### src/rtl/scan_pkg.sv
// Shared phase encoding and default widths for the scan job sequencer.
package scan_pkg;

    localparam int unsigned PHASE_W    = 3;
    localparam int unsigned ADDR_W_DEF = 14;
    localparam int unsigned DATA_W_DEF = 16;
    localparam int unsigned N_GEN      = 3;

    typedef enum logic [PHASE_W-1:0] {
        PH_IDLE  = 3'd0,
        PH_LOAD  = 3'd1,
        PH_PARSE = 3'd2,
        PH_RUN   = 3'd3,
        PH_DONE  = 3'd4
    } phase_e;

    // True while the job is being processed (watchdog window).
    function automatic logic in_proc(input phase_e p);
        return (p == PH_PARSE) || (p == PH_RUN);
    endfunction

endpackage

### src/rtl/scan_phase_ctrl_done_collector.sv
// Sticky completion flags for the three generators; all_done includes pulses
// arriving in the current cycle so the sequencer can leave RUN without delay.
module done_collector
    import scan_pkg::*;
(
    input  logic sys_clk,
    input  logic sys_rst_n,
    input  logic enable,
    input  logic clear,
    input  logic da_done,
    input  logic acq_done,
    input  logic ccd_done,
    output logic all_done
);

    logic [N_GEN-1:0] flags;
    logic [N_GEN-1:0] hits;

    always_comb begin
        hits     = enable ? {ccd_done, acq_done, da_done} : '0;
        all_done = enable && (&(flags | hits));
    end

    always_ff @(posedge sys_clk or negedge sys_rst_n) begin
        if (!sys_rst_n) begin
            flags <= '0;
        end else if (clear) begin
            flags <= '0;
        end else begin
            flags <= flags | hits;
        end
    end

endmodule

### src/rtl/scan_phase_ctrl.sv
// Phase sequencer for one scan job: load -> parse -> run -> done.
// Owns BRAM port A: address/we selection and per-consumer read data registers.
module scan_phase_ctrl
    import scan_pkg::*;
#(
    parameter int unsigned ADDR_W       = ADDR_W_DEF,
    parameter int unsigned DATA_W       = DATA_W_DEF,
    parameter int unsigned LOAD_TIMEOUT = 10000,
    parameter int unsigned RUN_WDOG     = 100000000
) (
    input  logic                 sys_clk,
    input  logic                 sys_rst_n,
    input  logic                 rx_done,
    input  logic                 wr_en,
    input  logic [ADDR_W-1:0]    wr_addr,
    input  logic [ADDR_W-1:0]    frame_addr,
    input  logic [ADDR_W-1:0]    gen_addr,
    input  logic                 frame_done,
    input  logic                 da_done,
    input  logic                 acq_done,
    input  logic                 ccd_done,
    input  logic                 abort,
    input  logic [DATA_W-1:0]    ram_douta,
    output logic                 ram_we,
    output logic [ADDR_W-1:0]    ram_addra,
    output logic [DATA_W-1:0]    frame_rdata,
    output logic [DATA_W-1:0]    gen_rdata,
    output logic                 load_done,
    output logic                 run_start,
    output logic                 proc_end,
    output logic [PHASE_W-1:0]   phase,
    output logic                 wdog_err
);

    localparam int unsigned        SIL_W      = $clog2(LOAD_TIMEOUT) + 1;
    localparam logic [SIL_W-1:0]   SIL_LAST   = SIL_W'(LOAD_TIMEOUT - 1);
    localparam logic [31:0]        WDOG_LAST  = 32'(RUN_WDOG - 1);

    phase_e            state;
    phase_e            state_nxt;
    logic [SIL_W-1:0]  sil_cnt;
    logic [31:0]       wdog_cnt;
    logic              wdog_hit;
    logic              all_done;

    done_collector u_done_collector (
        .sys_clk   (sys_clk),
        .sys_rst_n (sys_rst_n),
        .enable    (state == PH_RUN),
        .clear     (state == PH_DONE),
        .da_done   (da_done),
        .acq_done  (acq_done),
        .ccd_done  (ccd_done),
        .all_done  (all_done)
    );

    always_ff @(posedge sys_clk or negedge sys_rst_n) begin
        if (!sys_rst_n) begin
            state <= PH_IDLE;
        end else begin
            state <= state_nxt;
        end
    end

    always_comb begin
        state_nxt = state;
        wdog_hit  = (RUN_WDOG != 0) && in_proc(state) && (wdog_cnt == WDOG_LAST);
        case (state)
            PH_IDLE:  if (rx_done) state_nxt = PH_LOAD;
            PH_LOAD: begin
                if (abort)                                state_nxt = PH_DONE;
                else if (!rx_done && sil_cnt == SIL_LAST) state_nxt = PH_PARSE;
            end
            PH_PARSE: begin
                if (abort || wdog_hit) state_nxt = PH_DONE;
                else if (frame_done)   state_nxt = PH_RUN;
            end
            PH_RUN:   if (abort || wdog_hit || all_done) state_nxt = PH_DONE;
            // DONE always lasts one cycle, so a late abort cannot repeat proc_end.
            PH_DONE:  state_nxt = PH_IDLE;
            default:  state_nxt = PH_IDLE;
        endcase
    end

    always_comb begin
        phase     = state;
        ram_we    = 1'b0;
        ram_addra = wr_addr;
        case (state)
            PH_IDLE, PH_LOAD: ram_we    = wr_en;
            PH_PARSE:         ram_addra = frame_addr;
            PH_RUN:           ram_addra = gen_addr;
            default:          ;
        endcase
        if (!sys_rst_n) begin
            ram_we    = 1'b0;
            ram_addra = '0;
        end
    end

    always_ff @(posedge sys_clk or negedge sys_rst_n) begin
        if (!sys_rst_n) begin
            sil_cnt     <= '0;
            wdog_cnt    <= '0;
            load_done   <= 1'b0;
            run_start   <= 1'b0;
            proc_end    <= 1'b0;
            wdog_err    <= 1'b0;
            frame_rdata <= '0;
            gen_rdata   <= '0;
        end else begin
            if (state != PH_LOAD || rx_done) begin
                sil_cnt <= '0;
            end else if (sil_cnt != SIL_LAST) begin
                sil_cnt <= sil_cnt + SIL_W'(1);
            end

            if (!in_proc(state)) begin
                wdog_cnt <= '0;
            end else if (wdog_cnt != '1) begin
                wdog_cnt <= wdog_cnt + 32'd1;
            end

            if (state == PH_LOAD && state_nxt == PH_PARSE) begin
                load_done <= 1'b1;
            end else if (state == PH_DONE) begin
                load_done <= 1'b0;
            end

            if (state == PH_IDLE && state_nxt == PH_LOAD) begin
                wdog_err <= 1'b0;
            end else if (wdog_hit) begin
                wdog_err <= 1'b1;
            end

            run_start <= (state == PH_PARSE) && (state_nxt == PH_RUN);
            proc_end  <= (state != PH_DONE) && (state_nxt == PH_DONE);

            if (state == PH_PARSE) frame_rdata <= ram_douta;
            if (state == PH_RUN)   gen_rdata   <= ram_douta;
        end
    end

endmodule

### config.mk
export PLATFORM = sky130hd
export DESIGN_NAME = scan_phase_ctrl
export DESIGN_NICKNAME = d
export VERILOG_FILES = /design/src/rtl/scan_pkg.sv /design/src/rtl/scan_phase_ctrl_done_collector.sv /design/src/rtl/scan_phase_ctrl.sv
export SDC_FILE = /design/constraint.sdc
export NUM_CORES = 1
export LEC_CHECK = 0
export ABC_AREA = 1
export BUFFER_PORTS_ARGS = -buffer_cell sky130_fd_sc_hd__buf_4
export CORE_AREA = 2 2 121 123
export DETAILED_ROUTE_END_ITERATION = 16
export DIE_AREA = 0 0 123 125
export HOLD_SLACK_MARGIN = 0.1
export PLACE_DENSITY_LB_ADDON = 0.05
export SLEW_MARGIN = 10
export SYNTH_ARGS = -nofsm -noshare
export SYNTH_HDL_FRONTEND = slang
export SYNTH_SLANG_ARGS = --single-unit
### constraint.sdc
create_clock -name sys_clk -period 5.2 [get_ports sys_clk]
set_clock_uncertainty 0.2 [all_clocks]
set_input_delay 0.26 -clock sys_clk [delete_from_list [all_inputs] [get_ports sys_clk]]
set_output_delay 0.26 -clock sys_clk [all_outputs]
set_load 0.02 [all_outputs]
==> results.toml, run 1 <==
[sta]
worst_pin_slew_ns = 0.8747
slew_headroom_pct = 41.69
fin_crit_sh_pct = 67.74
setup_viol = 0
drv_slew = 0
hold_viol_final = 0
max_freq_ghz = 0.2839
timing.hold.ws_ns = 0.1108
rsz0062_at_grt = "no"
fin_setup_tns_ns = 0
fin_crit_ns = 3.522
fin_ws_ns = 1.678

[setup_path]
r2r_slack_ns = 2.12
rr_worst_depth = 8
required_ns = 4.74
end_kind = "output port"
crit_path_max_fanout = 34
critPathArrivalTime_ns = 3.06
r2r-start = "phase[1]"
cp-start-kind = "register"
path_class = "register to output port"
r2r_end = "phase[2]"

[synthesis]
ys_ff_latch = 89
ys_warn_count = 0
synth_top_cell_area_share_pct = 46.03
synth_nets = 712
synth_area_leader_cell = "dfrtp_1"
yosysSeqAreaShare_pct = 46.03
avgSynthCellArea_um2 = 7.525
yosysMostFrequentCell = "nand2_1"
synth_common_cells = "169 x nand2_1, 89 x dfrtp_1, 77 x inv_1, 59 x nor2_1, 48 x nand3_1"
ys.flop_type = "dfrtp_1"
synth.area.top_cells = "dfrtp_1 46%, nand2_1 13%, inv_1 6.0%"
synth_edf_count = 0
syn_area_mm2 = 0.004838
ys_types = 37
synthArstFlopShare_pct = 100.0
syn_inst = 643

[place]
io_buffers = 120
dpl.cell_count = 930
placed_area_mm2 = 0.005879
gp_congestion = 0.8882
dp_slack_ns = 2.003
dp_hpwl_mm = 10.08

[detailed_routing]
vias = 4665
postRouteAntennaNets = 0
first_pass_iters = 5
drt-initial-drc-count = 330
avgViaCountPerCell = 4.824
wl_per_cell_um = 14.13
routed_wl_mm = 13.66
drc_errors = 0

[min_path]
hold_class = "primary input to register"
hold_end = "run_start"
hp-start = "frame_done"
whs_path_depth = 5

[floorplanning]
io_pins = 121
core-area_mm2 = 0.01420
design.die.area_mm2 = 0.01538
start_util_pct = 34.06
std_cell_rows = 44
die_y_um = 125
fp.dieW_um = 123

[outcome]
status = "completed"

[finish]
post-route-util_pct = 45.20
fill_cells = 1439
instances_no_fill = 967
syn_to_final_growth_pct = 32.69
final_layout_size_suffix_gt1_share_pct = 22.09
final_nets = 847
antenna_cells = 0
stdcell_area_mm2 = 0.006420

[job]
max_cap_violations = 0

[power_and_ir_drop]
power.leakage_nw = 3.181
powerDensity_mw_per_mm2 = 251.4
p_total_mw = 1.614
peakVddDrop_uv = 165.6

[global_route]
antenna_found_initial = 0
grtUsageTotal_pct = 18.90
grt-ovfl-total = 0
grt_pass1_vias = 4683
grt_max_degree = 69
grt_pass1_wl_mm = 22.94

[cts]
h-tree-depth = 3
root_buffer = "clkbuf_16"
cts_inserted_buffers = 9
cts_sinks = 89
clk_pin_slew_ns = 0.06
clk_latency_ns = 0.34
cts.path.max_buffers = 2
cts-resized-gates = 0
tritoncts = "yes"
==> layout make-up <==
class                           instances  area (um2)  area share, %
Tap cell                              184       230.2          3.586
Sequential cell                        89        2227          34.69
Timing Repair Buffer                  142        1119          17.42
Multi-Input combinational cell        453        2202          34.30
Clock inverter                          4       73.82          1.150
Clock buffer                           12       256.5          3.995
Inverter                               83       311.5          4.853
==> layout by cell type, fill, tap and decap left out, types with 2 or more instances in the layout <==
master,synthesis,final
or2_2,12,12
dfrtp_1,89,89
inv_1,77,77
nor3_1,18,18
inv_2,6,6
nor2_4,4,4
nand2_2,3,3
nor2_1,59,59
dlygate4sd3_1,0,21
clkbuf_16,0,9
a31oi_1,3,3
o21ai_1,12,12
o31ai_1,7,7
ha_1,2,2
nand3_1,48,48
xor2_1,3,3
a22oi_1,11,11
bufinv_16,0,2
nand3b_1,4,4
o21ai_0,37,37
nand2_1,169,169
nor4_1,3,3
buf_4,2,121
nor2_2,4,4
nor3_2,4,4
clkbuf_8,0,2
a21oi_1,26,26
nand4_1,15,15
==> timing repair <==
item	CTS	global route
endpoints found under the hold margin	60	0
setup buffers	0	0
hold buffers	21	0
==> cells by family (layout without fill, tap and decap cells) <==
family / Yosys count / after routing / share of synthesized area (%)
fa+ha+maj: 2 / 2 / 0.5171
simple gates: 347 / 347 / 32.71
xor+xnor: 3 / 3 / 0.5432
compound gates: 101 / 101 / 11.74
flops: 89 / 89 / 46.03
buf+inv: 101 / 241 / 8.456
==> worst max-delay path, stage by stage (launching register included) <==
cell and delay [ns]:
dfrtp_1 0.41, inv_1 0.09, nor2_4 0.66, nand2_2 0.53, inv_1 0.55, a22oi_1 0.13
nand2_1 0.10, nand2_1 0.05, inv_1 0.06, buf_4 0.13
==> how the worst max path moves through the flow <==
stage,from,to
floorplan,phase[1],ram_addra[12]
global placement,phase[1],ram_addra[2]
detailed placement,phase[1],ram_addra[5]
CTS,phase[1],ram_addra[5]
global route,phase[1],ram_addra[9]
finish,phase[1],ram_addra[5]
==> metal layers <==
layer / vias to the layer above / routed length [um] / part of all wire, % / GRT usage, %
met5: - / 0 / 0 / 0
met4: 0 / 136 / 1.0 / 6.551
met3: 8 / 739 / 5.4 / 3.969
met2: 107 / 6774 / 50 / 31.04
met1: 2182 / 6011 / 44 / 24.58
li1: 2368 / - / - / -
==> flip-flops by register name, summed over array words and instances, names as in the netlist <==
register	flops
wdog_cnt	32
frame_rdata	16
gen_rdata	16
sil_cnt	15
phase	3
u_done_collector.flags	3
load_done	1
proc_end	1
run_start	1
wdog_err	1
==> where the power goes <==
part           internal (mW)  switching [mW]
Combinational         0.0790          0.0928
Sequential             0.704          0.0123
Clock                  0.449           0.277
No activity file was read; power rests on OpenSTA's default activity.
==> run 2, diff against run 1 <==
--- a/config.mk
+++ b/config.mk
@@ -5,11 +5,11 @@
 export SDC_FILE = /design/constraint.sdc
 export NUM_CORES = 1
 export LEC_CHECK = 0
-export ABC_AREA = 1
+export ABC_AREA = 0
 export BUFFER_PORTS_ARGS = -buffer_cell sky130_fd_sc_hd__buf_4
-export CORE_AREA = 2 2 121 123
+export CORE_AREA = 2 2 118 120
 export DETAILED_ROUTE_END_ITERATION = 16
-export DIE_AREA = 0 0 123 125
+export DIE_AREA = 0 0 120 122
 export HOLD_SLACK_MARGIN = 0.1
 export PLACE_DENSITY_LB_ADDON = 0.05
 export SLEW_MARGIN = 10
==> constraint.sdc (replaced) <==
create_clock -name sys_clk -period 3 [get_ports sys_clk]
set_clock_uncertainty 0.2 [all_clocks]
set_input_delay 0.15 -clock sys_clk [delete_from_list [all_inputs] [get_ports sys_clk]]
set_output_delay 0.15 -clock sys_clk [all_outputs]
set_load 0.02 [all_outputs]
==> run 2 against run 1 <==
Power grew 86%. Setup slack worse by 1.3 ns. Register-to-register slack got worse by 1.7 ns. Largest cell class is now multi-input gates.
==> results.toml, run 2 <==
[outcome]
status = "completed"

[finish]
antenna_cells = 0
layout.cells.most_common_list = "130 x buf_4, 89 x dfrtp_1, 42 x nand2_1"
syn_to_final_growth_pct = 36.69
fill_cells = 1278
top_register = "wdog_cnt"
instances_no_fill = 770
largest_reg_flops = 32
layout_commonest_cell = "buf_4"
final_nets = 654
largestRegisters = "wdog_cnt: 32 flops, frame_rdata: 16 flops, gen_rdata: 16 flops"
post-route-util_pct = 46.15
final_layout_size_suffix_gt1_share_pct = 31.36

[detailed_routing]
routed_wl_mm = 12.42
avgViaCountPerCell = 5.153
first_pass_iters = 4
drt-initial-drc-count = 224
vias = 3968
wl_per_cell_um = 16.13
drc_errors = 0
postRouteAntennaNets = 0

[floorplanning]
start_util_pct = 33.76
core-area_mm2 = 0.01350
io_pins = 121
die_y_um = 122
design.die.area_mm2 = 0.01464
std_cell_rows = 43
fp.dieW_um = 120

[sta]
fin_setup_tns_ns = 0
fin_crit_sh_pct = 86.08
rsz0062_at_grt = "no"
slew_headroom_pct = 57.92
hold_viol_final = 0
max_freq_ghz = 0.3872
timing.hold.ws_ns = 0.1167
fin_crit_ns = 2.582
worst_pin_slew_ns = 0.6289
drv_slew = 0
setup_viol = 0

[cts]
cts-resized-gates = 0
cts_inserted_buffers = 9
ctsHoldBuffers = 24
cts_sinks = 89
h-tree-depth = 3
clk_pin_slew_ns = 0.07
tritoncts = "yes"
clk_latency_ns = 0.35
cts.path.max_buffers = 2
postCtsSetupBuffers = 0
root_buffer = "clkbuf_16"

[power_and_ir_drop]
peakVddDrop_uv = 247.9
powerDensity_mw_per_mm2 = 482.6
power.leakage_nw = 2.856

[setup_path]
cp-start-kind = "register"
r2r_end = "run_start"
r2r_slack_ns = 0.42
required_ns = 3.03
end_kind = "register"
rr_worst_depth = 5
path_class = "register to register"
crit_path_max_fanout = 12
critPathArrivalTime_ns = 2.61
r2r-start = "wdog_cnt[13]"

[synthesis]
synth_area_leader_cell = "dfrtp_1"
syn_inst = 442
synth_edf_count = 0
syn_area_mm2 = 0.004559
ys_warn_count = 0
ys.flop_type = "dfrtp_1"
synth_common_cells = "89 x dfrtp_1, 42 x nand2_1, 40 x nor2_1, 32 x mux2_2, 20 x clkbuf_1"
synth.area.top_cells = "dfrtp_1 49%, mux2_2 7.9%, mux2i_1 3.5%"
yosysSeqAreaShare_pct = 48.85
ys_ff_latch = 89
synth_top_cell_area_share_pct = 48.85
yosysMostFrequentCell = "dfrtp_1"
avgSynthCellArea_um2 = 10.32
synth_nets = 511
ys_types = 46
synthArstFlopShare_pct = 100.0

[global_route]
grt_max_degree = 66
grtUsageTotal_pct = 17.99
use_met2_pct = 29.19
top_usage_layer = "met2"
antenna_found_initial = 0
grt-ovfl-total = 0
grt_pass1_wl_mm = 20.49
grt.met1_usage_pct = 23.03
use_met3_pct = 5.571
grt_pass1_vias = 3931

[place]
dp_hpwl_mm = 8.888
gp_congestion = 0.7861
io_buffers = 120
dpl.cell_count = 730

[min_path]
hold_class = "primary input to asynchronous set/reset pin"

[job]
max_cap_violations = 0
## run 2: cells by family after synthesis
family,after synthesis,synth area share (%)
buffers and inverters,27,2.250
AND/OR/NAND/NOR,169,19.21
XOR/XNOR,26,4.995
AO/OA/AOI/OAI,81,12.73
flip-flops,89,48.85
multiplexers,48,11.42
adder cells (fa/ha/maj),2,0.5488
## run 2: how the worst max path moves through the flow
| stage | from | cells after the start | slack [ns] | end |
|---|---|---|---|---|
| after floorplan | phase[1] | 5 | 0.72 | frame_rdata[10] |
| after global placement | wdog_cnt[0] | 6 | 0.58 | wdog_cnt[18] |
| after detailed placement | wdog_cnt[0] | 7 | 0.52 | wdog_cnt[15] |
| after CTS | wdog_cnt[13] | 5 | 0.40 | run_start |
| after global routing | wdog_cnt[0] | 6 | 0.20 | run_start |
| final | wdog_cnt[13] | 5 | 0.42 | run_start |
## run 2: cell type report
type | count | area (um2) | area share, %
clock inverters | 5 | 63.81 | 1.024
multi-input cells | 326 | 2232 | 35.82
inverters | 4 | 15.01 | 0.2409
repair buffers | 155 | 1236 | 19.84
well taps | 180 | 225.2 | 3.614
clock buffers | 11 | 232.7 | 3.734
flip-flops and latches | 89 | 2227 | 35.74
## run 2: power by group
part	leakage (nW)	internal, mW	switching (mW)
clock	0.141	0.655	0.503
sequential	1.19	1.26	0.0403
combinational	1.52	0.270	0.274
## run 2: routing by layer
| layer | vias to the layer above | share of wire (%) |
|---|---|---|
| met5 | - | 0 |
| met1 | 1914 | 45 |
| li1 | 1919 | - |
| met3 | 9 | 6.8 |
| met4 | 0 | 0.86 |
| met2 | 126 | 48 |
## run 2: through the flow
| step | setup WS [ns] | instance area [um2] | total power [mW] |
|---|---|---|---|
| 2_1_floorplan | 0.7236 | 4559 | 1.585 |
| 3_3_place_gp | 0.5818 | 5695 | 1.850 |
| 3_5_place_dp | 0.5190 | 5695 | 1.857 |
| 4_1_cts | 0.3968 | 6232 | 3.056 |
| 5_1_grt | 0.2039 | 6232 | 3.144 |
| 6_report | 0.4176 | 6232 | 3.008 |
## run 2: worst max-delay path: stages (launching register included)
cell           delay (ns)
dfrtp_1              0.45
and4_1               0.51
nand3_1              0.13
nor3_1               0.49
nor3_1               0.10
dlygate4sd3_1        0.58
